### config.mk
export PLATFORM = sky130hd
export DESIGN_NAME = rtc_transaction_sequencer
export DESIGN_NICKNAME = d
export VERILOG_FILES = /design/src/rtl/rtc_transaction_sequencer.sv
export SDC_FILE = /design/constraint.sdc
export NUM_CORES = 1
export LEC_CHECK = 0
export BUFFER_PORTS_ARGS = -buffer_cell sky130_fd_sc_hd__buf_2
export CORE_MARGIN = 2
export CORE_UTILIZATION = 45
export DETAILED_ROUTE_END_ITERATION = 10
export GPL_ROUTABILITY_DRIVEN = 0
export PLACE_DENSITY = 0.69
export SYNTH_ARGS = -nofsm -noshare
export SYNTH_HDL_FRONTEND = slang
export SYNTH_SLANG_ARGS = --single-unit
export TNS_END_PERCENT = 10
### constraint.sdc
create_clock -name clk -period 1.8 [get_ports clk]
set_input_delay 0 -clock clk [delete_from_list [all_inputs] [get_ports clk]]
set_output_delay 0 -clock clk [all_outputs]
set_load 0.01 [all_outputs]
### src/rtl/rtc_transaction_sequencer.sv
// Request sequencer for the RTC bus-control timing generator: drives the write/read
// enables, the outgoing bus byte and read capture. Optional watchdog: RTC_SEQ_TIMEOUT_EN.
module rtc_transaction_sequencer #(
  parameter int unsigned GAP_CYCLES = 3,
  parameter int unsigned TIMEOUT    = 64
) (
  input  logic       clk,
  input  logic       reset,
  input  logic       req_valid,
  output logic       req_ready,
  input  logic       req_write,
  input  logic [7:0] req_addr,
  input  logic [7:0] req_wdata,
  output logic       en_esc,
  output logic       en_lect,
  input  logic       dir1,
  input  logic       dat1,
  input  logic       cambio_est,
  input  logic [7:0] bus_din,
  output logic [7:0] bus_dout,
  output logic       rsp_valid,
  output logic [7:0] rsp_rdata,
  output logic       rsp_err,
  output logic       busy
);

  localparam int unsigned GAP_W = (GAP_CYCLES > 1) ? $clog2(GAP_CYCLES) : 1;

  // The generator's counter needs at least two low cycles to rearm.
  if (GAP_CYCLES < 2 || TIMEOUT < 2) begin : g_param_check
    $error("rtc_transaction_sequencer: GAP_CYCLES and TIMEOUT must be at least 2");
  end

  typedef enum logic [1:0] {
    IDLE = 2'd0,
    XFER = 2'd1,
    GAP  = 2'd2
  } state_t;

  state_t           state, state_nx;
  logic             op_write, op_write_nx;
  logic [7:0]       op_addr, op_addr_nx;
  logic [7:0]       op_wdata, op_wdata_nx;
  logic [GAP_W-1:0] gap_cnt, gap_cnt_nx;
  logic [7:0]       cap, cap_nx;
  logic             en_esc_nx, en_lect_nx, rsp_valid_nx, rsp_err_nx;
  logic [7:0]       bus_dout_nx, rsp_rdata_nx;
  logic             timeout_hit;

`ifdef RTC_SEQ_TIMEOUT_EN
  logic [7:0] wdog;

  // Watchdog sits at zero outside XFER, so it starts from zero on every entry.
  always_ff @(posedge clk) begin
    if (reset || state != XFER) wdog <= 8'd0;
    else                        wdog <= wdog + 8'd1;
  end

  assign timeout_hit = (wdog == 8'(TIMEOUT - 1));
`else
  assign timeout_hit = 1'b0;
`endif

  always_ff @(posedge clk) begin
    if (reset) begin
      state     <= IDLE;
      op_write  <= 1'b0;
      op_addr   <= 8'd0;
      op_wdata  <= 8'd0;
      gap_cnt   <= '0;
      cap       <= 8'd0;
      en_esc    <= 1'b0;
      en_lect   <= 1'b0;
      bus_dout  <= 8'd0;
      rsp_valid <= 1'b0;
      rsp_rdata <= 8'd0;
      rsp_err   <= 1'b0;
      req_ready <= 1'b1;
      busy      <= 1'b0;
    end else begin
      state     <= state_nx;
      op_write  <= op_write_nx;
      op_addr   <= op_addr_nx;
      op_wdata  <= op_wdata_nx;
      gap_cnt   <= gap_cnt_nx;
      cap       <= cap_nx;
      en_esc    <= en_esc_nx;
      en_lect   <= en_lect_nx;
      bus_dout  <= bus_dout_nx;
      rsp_valid <= rsp_valid_nx;
      rsp_rdata <= rsp_rdata_nx;
      rsp_err   <= rsp_err_nx;
      req_ready <= (state_nx == IDLE);
      busy      <= (state_nx != IDLE);
    end
  end

  always_comb begin
    state_nx     = state;
    op_write_nx  = op_write;
    op_addr_nx   = op_addr;
    op_wdata_nx  = op_wdata;
    gap_cnt_nx   = gap_cnt;
    cap_nx       = cap;
    en_esc_nx    = 1'b0;
    en_lect_nx   = 1'b0;
    bus_dout_nx  = bus_dout;
    rsp_valid_nx = 1'b0;
    rsp_rdata_nx = rsp_rdata;
    rsp_err_nx   = rsp_err;

    case (state)
      IDLE: begin
        if (req_valid) begin
          state_nx    = XFER;
          op_write_nx = req_write;
          op_addr_nx  = req_addr;
          op_wdata_nx = req_wdata;
          cap_nx      = 8'd0;
          en_esc_nx   = req_write;
          en_lect_nx  = !req_write;
        end
      end

      XFER: begin
        en_esc_nx  = op_write;
        en_lect_nx = !op_write;
        if (dir1)                 bus_dout_nx = op_addr;
        else if (dat1 && op_write) bus_dout_nx = op_wdata;
        if (dat1 && !op_write) cap_nx = bus_din;

        // A completion in the same cycle as the timeout takes priority.
        if (cambio_est) begin
          state_nx     = GAP;
          gap_cnt_nx   = '0;
          en_esc_nx    = 1'b0;
          en_lect_nx   = 1'b0;
          rsp_valid_nx = 1'b1;
          rsp_err_nx   = 1'b0;
          rsp_rdata_nx = op_write ? 8'd0 : (dat1 ? bus_din : cap);
        end else if (timeout_hit) begin
          state_nx     = GAP;
          gap_cnt_nx   = '0;
          en_esc_nx    = 1'b0;
          en_lect_nx   = 1'b0;
          rsp_valid_nx = 1'b1;
          rsp_err_nx   = 1'b1;
          rsp_rdata_nx = 8'd0;
        end
      end

      GAP: begin
        if (gap_cnt == GAP_W'(GAP_CYCLES - 1)) state_nx = IDLE;
        else                                   gap_cnt_nx = gap_cnt + GAP_W'(1);
      end

      default: state_nx = IDLE;
    endcase
  end

endmodule

# Word-level counts from Yosys, hierarchy flattened
# Index checks and enable logic that the tools add are counted.
# W data, S select, Z words.
[op_classes]
add_sub_neg = 1
n_mul = 0
div_mod_pow = 0
order_cmp = 0
n_eq_ne = 7
n_shift = 0
n_mux = 21
n_bitwise = 1
n_reduce_logical = 16
[op_table]
columns = ["op", "count"]
rows = [
  ["$mux W8", 6],
  ["$pmux W8 S2", 1],
  ["$mux W2", 5],
  ["$ne A2 B2 Y1 const B", 4],
  ["$reduce_bool A2 Y1", 4],
  ["$pmux W2 S3", 1],
  ["$reduce_and A2 Y1", 3],
  ["$reduce_and A3 Y1", 2],
  ["$mux W1", 5],
  ["$eq A2 B2 Y1 const B", 2],
  ["$logic_not A2 Y1", 2],
  ["$pmux W1 S2", 2],
  ["$pmux W2 S2", 1],
  ["$add A2 B1 Y2 const B", 1],
  ["$eq A2 B1 Y1 const B", 1],
  ["$logic_and A1 B1 Y1", 2],
  ["$logic_not A1 Y1", 2],
  ["$reduce_or A2 Y1", 1],
  ["$not A1 Y1", 1],
]
[totals]
register_bits = 50
latchBits = 0
ram_bits = 0
rom_bits = 0
input_bits = 31
out_inout_bits = 22
mem_count = 0

# Longest topological paths before layout
# Gate-level depths: netlist (run 1).
[logic_depth]
depth_word = 4
depth_mapped = 6
ltp_nobuf = 5

# Worst setup path before layout (run 1)
# No wires, ideal clock.
[synth_timing]
path_type = "register -> register"
from = "register state[0]"
to = "register op_wdata[3]"
arrival_time_ns = 1.138
required_time_ns = 1.668
slack_ns = 0.530
stages_incl_launch_ff = 7
path_buffers = 3
synth_period_minus_slack_ns = 1.270
path_cell_list = "dfxtp_1 > buf_6 > or3b_1 > buf_6 > buf_6 > nand2_1 > a21oi_1"
[synth_via]
elab_chain_cells = 2
[synth_rtl]
columns = ["item", "line_no", "rtl"]
rows = [
  ["start: declaration", "40", "state_t state, state_nx;"],
  ["start signal: assignment", "81", "state <= state_nx;"],
  ["$logic_not A2 Y1", "112", "case (state)"],
  ["$reduce_and A2 Y1 (no source line)", "n/a", ""],
  ["end signal: assignment", "84", "op_wdata <= op_wdata_nx;"],
  ["end: declaration", "43", "logic [7:0] op_wdata, op_wdata_nx;"],
]
# Every way passes these cells.
# A chain may end at the register's enable or synchronous reset.

# Worst setup path after layout (run 1)
[layout_timing]
from = "register state[0]"
to = "register gap_cnt[1]"
[layout_via]
elab_chain_cells = 3
[layout_rtl]
columns = ["item", "line_no", "rtl"]
rows = [
  ["$eq A2 B2 Y1 or $eq A2 B1 Y1 (tied branches)", "112", ""],
  ["$ne A2 B2 Y1 (no source line) or $reduce_bool A2 Y1 (tied branches)", "n/a", ""],
  ["$reduce_and A3 Y1 (no source line)", "n/a", ""],
  ["end signal: assignment", "85", "gap_cnt <= gap_cnt_nx;"],
  ["end: declaration", "44", "logic [GAP_W-1:0] gap_cnt, gap_cnt_nx;"],
]
# Parallel ways exist; a longest one is shown, timed or not.

==> flow_summary.yaml, run 1 <==
die:
  die_w_um: 72.7
  ios: 53
  num_rows: 24
  initial_core_util_pct: 47.7
  design.die.area_um2: 5280
  die_height_um: 72.7
  core-area_um2: 4440
layout:
  num_antenna_cells: 0
  fin_area_um2: 2690
  drive_gt1_share_pct: 27.2
  synthToLayoutAreaGrowth_pct: 27.0
  layout_commonest_cell: "nand2_1"
  final_cell_mix: "nand2_1, buf_2, dfxtp_1"
  fin_util_pct: 60.6
  nets: 321
  fillerInstances: 390
  layout.cells.non_filler: 342
drt:
  wirelength_um: 4510
  drt_first_pass_iters: 4
  routedWlPerCell_um: 13.2
  vias: 1708
  drt-vias-per-instance: 4.99
  drc_errors: 0
  drt_iter0_markers: 91
  postRouteAntennaNets: 0
timing:
  finalHoldViolCount: 0
  period_share_pct: 87.2
  slew_viol_final: 0
  max_freq_ghz: 0.637
  skew_ps: 7.27
  fin_ws_ps: 230
  setup-tns-final_ps: 0
  setup_violations: 0
  hold_ws_ps: 34.1
  min_period_ps: 1570
  rsz0062_at_grt: "false"
grt:
  overflow: 0
  grt_usage_pct: 18.4
  antenna_found_initial: 0
  grt_max_degree: 25
  grt_pass1_vias: 1629
  grt_pass1_wl_um: 7560
pwr:
  leakage_nw: 1.16
  ir_worst_vdd_mv: 0.384
  powerDensity_nw_per_um2: 825
  power_mw: 2.22
place:
  dp_slack_ps: 240
  place_area_um2: 2350
  dp_cells: 309
  dp_hpwl_um: 3070
  portBuffers: 51
logic_synthesis:
  synth-seq-area-share_pct: 47.2
  synth_cells: 216
  synth.distinct_cells: 31
  ys.flop_type: "dfxtp_1"
  async_flop_share_pct: 0
  synth-seq-cells: 50
  synth_edf_count: 0
  synth.avg_cell_area_um2: 9.82
  syn_nets: 248
  yosys_warnings: 0
  syn_area_um2: 2120
cts:
  clk_latency_ps: 300
  clock-sinks: 50
  cts.clk_slew.worst_paths_ps: 80
  root_buffer: "clkbuf_8"
  cts_inserted_buffers: 5
  clock_path_buffers: 2
  cts_tree: "done"
  cts_max_level: 2
status:
  outcome: "complete, no violations"
job:
  drv_cap: 0
setup_path:
  arrival_ps: 1760
  worstSetupEndpointType: "flop"
  worstSetupStartpointType: "flop"
  worst-path-max-fanout: 12
  criticalPathCategory: "reg2reg"
  critPathRequiredTime_ps: 1990
hold_path:
  min-delay-path-class: "in2reg"
## routing by layer
metal	vias to the layer above	routed length (um)	GRT usage, %
met5	-	0	0
met4	0	51	4.94
met3	6	163	4.01
met2	32	2020	28.6
met1	780	2280	25.8
li1	890	-	-
## report_power, final
part,total [mW],internal [mW],leakage (nW),switching (mW)
sequential,1.20,1.17,0.408,0.0363
clock,0.649,0.310,0.0482,0.339
combinational,0.370,0.175,0.701,0.195
## flip-flops by register name, indices dropped and copies added, names as in the netlist
| register | cells |
|---|---|
| gap_cnt | 2 |
| en_lect | 1 |
| bus_dout | 8 |
| req_ready | 1 |
| op_addr | 8 |
| rsp_valid | 1 |
| state | 2 |
| en_esc | 1 |
| op_wdata | 8 |
| op_write | 1 |
| cap | 8 |
| rsp_rdata | 8 |
| busy | 1 |
## synthesized netlist by cell type, types with 2 or more instances
master     count  share of area, %
nand2_1       53               9.4
dfxtp_1       50                47
a21oi_1       27               6.4
mux2i_1       25                12
a211oi_2       9               5.3
buf_6          8               4.2
o2bb2ai_1      8               3.3
nor2_1         6               1.1
a21o_1         2              0.71
buf_2          2              0.47
buf_4          2              0.71
clkbuf_1       2              0.35
inv_1          2              0.35
nor3_1         2              0.47
nor3b_4        2               1.8
## repair_timing
item / 4_1_cts / 5_1_grt
hold buffers: 25 / 0
resized for setup: 0 / 0
buffers inserted: 0 / 0
hold endpoints to repair: 32 / 0
setup endpoints to repair: 0 / 0
## cells by family (layout without fill, tap and decap cells)
group	count (synthesis)	in the layout	synth area share (%)
AOI/OAI and AO/OA	51	51	18.3
adders and majority gates	1	1	0.590
buffers and inverters	18	92	6.49
DFF	50	50	47.2
muxes	25	25	11.8
other	1	1	0.177
and+or+nand+nor	70	70	15.5
## final timing paths
path / startpoint / cells after the start / slack (ps) / to
worst max-delay path: state[0]$_SDFF_PP0_ / 3 / 230 / gap_cnt[1]$_SDFFE_PP0P_
worst min-delay path: cambio_est / 2 / 30 / rsp_valid$_SDFF_PP0_
worst max register to register: state[0]$_SDFF_PP0_ / 3 / 230 / gap_cnt[1]$_SDFFE_PP0P_
worst min register to register: op_wdata[4]$_SDFFE_PP0P_ / 2 / 460 / op_wdata[4]$_SDFFE_PP0P_
## worst max-delay path, stage by stage (launching register included)
cell	delay, ps
dfxtp_1	540
and2b_1	430
a22oi_1	220
a31o_2	280
## area by class of cell
type	count	area, um2	area share [%]
Timing Repair Buffer	81	543	20.2
Tap cell	52	65.1	2.42
Clock inverter	1	5.00	0.186
Inverter	3	11.3	0.418
Clock buffer	7	86.3	3.20
Multi-Input combinational cell	148	982	36.5
Sequential cell	50	1000	37.2
No activity file was read; power rests on OpenSTA's default activity.
==> inputs of run 2 (changes only) <==
- CORE_ASPECT_RATIO: not set -> 1.2
- CORE_UTILIZATION: 45 -> 52
- PLACE_DENSITY: 0.69 -> 0.78
==> flow_summary.yaml, run 2 (synthesis gave the netlist of run 1 again) <==
pwr:
  seqPwrFrac_pct: 55.5
  swShare_pct: 26.2
  powerDensity_nw_per_um2: 812
  clkPwrFrac_pct: 27.8
  ir_worst_vdd_mv: 0.493
  intPower_mw: 1.60
  leakage_nw: 1.14
  p_comb_share_pct: 16.7
  power.switching_uw: 568
grt:
  use_met2_pct: 36.6
  grt_use_met3_pct: 4.39
  grt_busiest_layer: "met2"
  antenna_found_initial: 0
  grt_usage_pct: 20.1
  gr-usage-met1_pct: 23.5
  grt_max_degree: 33
  grt_pass1_vias: 1635
  grt_pass1_wl_um: 7360
  overflow: 0
die:
  design.die.area_um2: 4610
  die_w_um: 62.3
  ios: 53
  core-area_um2: 3940
  die_height_um: 74.0
  num_rows: 25
  initial_core_util_pct: 53.8
timing:
  worst_pin_slew_ps: 548
  setup-tns-final_ps: 0
  skew_ps: 8.57
  rsz0062_at_grt: "false"
  min_period_ps: 1580
  slew_viol_final: 0
  period_share_pct: 87.8
  hold_ws_ps: 5.04
  finalHoldViolCount: 0
  max_freq_ghz: 0.633
  relSlewSlack_pct: 63.5
  setup_violations: 0
drt:
  routedWlPerCell_um: 12.8
  wirelength_um: 4380
  drt_first_pass_iters: 4
  drt-vias-per-instance: 5.11
  vias: 1741
  postRouteAntennaNets: 0
  drc_errors: 0
  drt_iter0_markers: 49
setup_path:
  arrival_ps: 1770
  worstSetupStartpointType: "flop"
  criticalPathCategory: "reg2reg"
  worst-path-max-fanout: 12
  critPathRequiredTime_ps: 1990
  worstSetupEndpointType: "flop"
cts:
  cts-resized-gates: 0
  clk_latency_ps: 300
  cts_tree: "done"
  cts_max_level: 2
  cts_inserted_buffers: 5
  root_buffer: "clkbuf_8"
  clock_path_buffers: 2
  post_cts_buffers: 0
  clock-sinks: 50
  cts.clk_slew.worst_paths_ps: 80
layout:
  layout_commonest_cell: "nand2_1"
  nets: 319
  drive_gt1_share_pct: 27.2
  fin_util_pct: 67.7
  num_antenna_cells: 0
  regArea_um2: 1000
  fillerInstances: 339
  multi_input_area_um2: 982
  final_cell_mix: "nand2_1, buf_2, dfxtp_1"
  fin_area_um2: 2670
  synthToLayoutAreaGrowth_pct: 25.7
place:
  portBuffers: 51
  dp_hpwl_um: 2910
  place_area_um2: 2350
status:
  outcome: "complete, no violations"
job:
  drv_cap: 0
hold_path:
  min-delay-path-class: "in2reg"
## run 2: final timing paths
check,slack [ps],to,start,cells after the start
min,5,op_write$_SDFFE_PP0P_,req_write,3
min reg2reg,460,op_wdata[0]$_SDFFE_PP0P_,op_wdata[0]$_SDFFE_PP0P_,2
max,220,gap_cnt[1]$_SDFFE_PP0P_,state[0]$_SDFF_PP0_,3
max reg2reg,220,gap_cnt[1]$_SDFFE_PP0P_,state[0]$_SDFF_PP0_,3
## run 2: cell type report
class / instances / area share (%)
clock buffers: 5 / 2.58
repair buffers: 79 / 19.7
multi-input cells: 148 / 36.8
clock inverters: 2 / 0.375
well taps: 54 / 2.53
flip-flops and latches: 50 / 37.5
inverters: 3 / 0.422
## run 2: timing repair
item / in CTS / in global routing
setup endpoints to repair: 0 / 0
hold endpoints to repair: 29 / 0
hold buffers: 24 / 0
## run 2: worst max-delay path, stage by stage (launching register included)
cell and delay, ps:
dfxtp_1 550, and2b_1 440, a22oi_1 220, a31o_2 280
## run 2: per-layer routing
| metal | vias to the layer above | part of all wire (%) |
|---|---|---|
| met5 | - | 0 |
| met4 | 0 | 1.6 |
| met3 | 7 | 3.8 |
| li1 | 887 | - |
| met2 | 47 | 50 |
| met1 | 800 | 44 |
## run 2: power by group through the flow
stage                     Clock, mW  Combinational, mW  Sequential [mW]
after floorplan                   0              0.242             1.23
after global placement            0              0.316             1.23
after detailed placement          0              0.319             1.23
after CTS                     0.614              0.360             1.20
after global routing          0.664              0.400             1.21
final                         0.602              0.361             1.20
## run 2: stage by stage
step                      total power, mW  std cells  setup slack [ps]
after floorplan                      1.47        216               530
after global placement               1.54        310               290
after detailed placement             1.55        310               245
after CTS                            2.18        341               233
after global routing                 2.27        341               106
final                                2.17        341               219
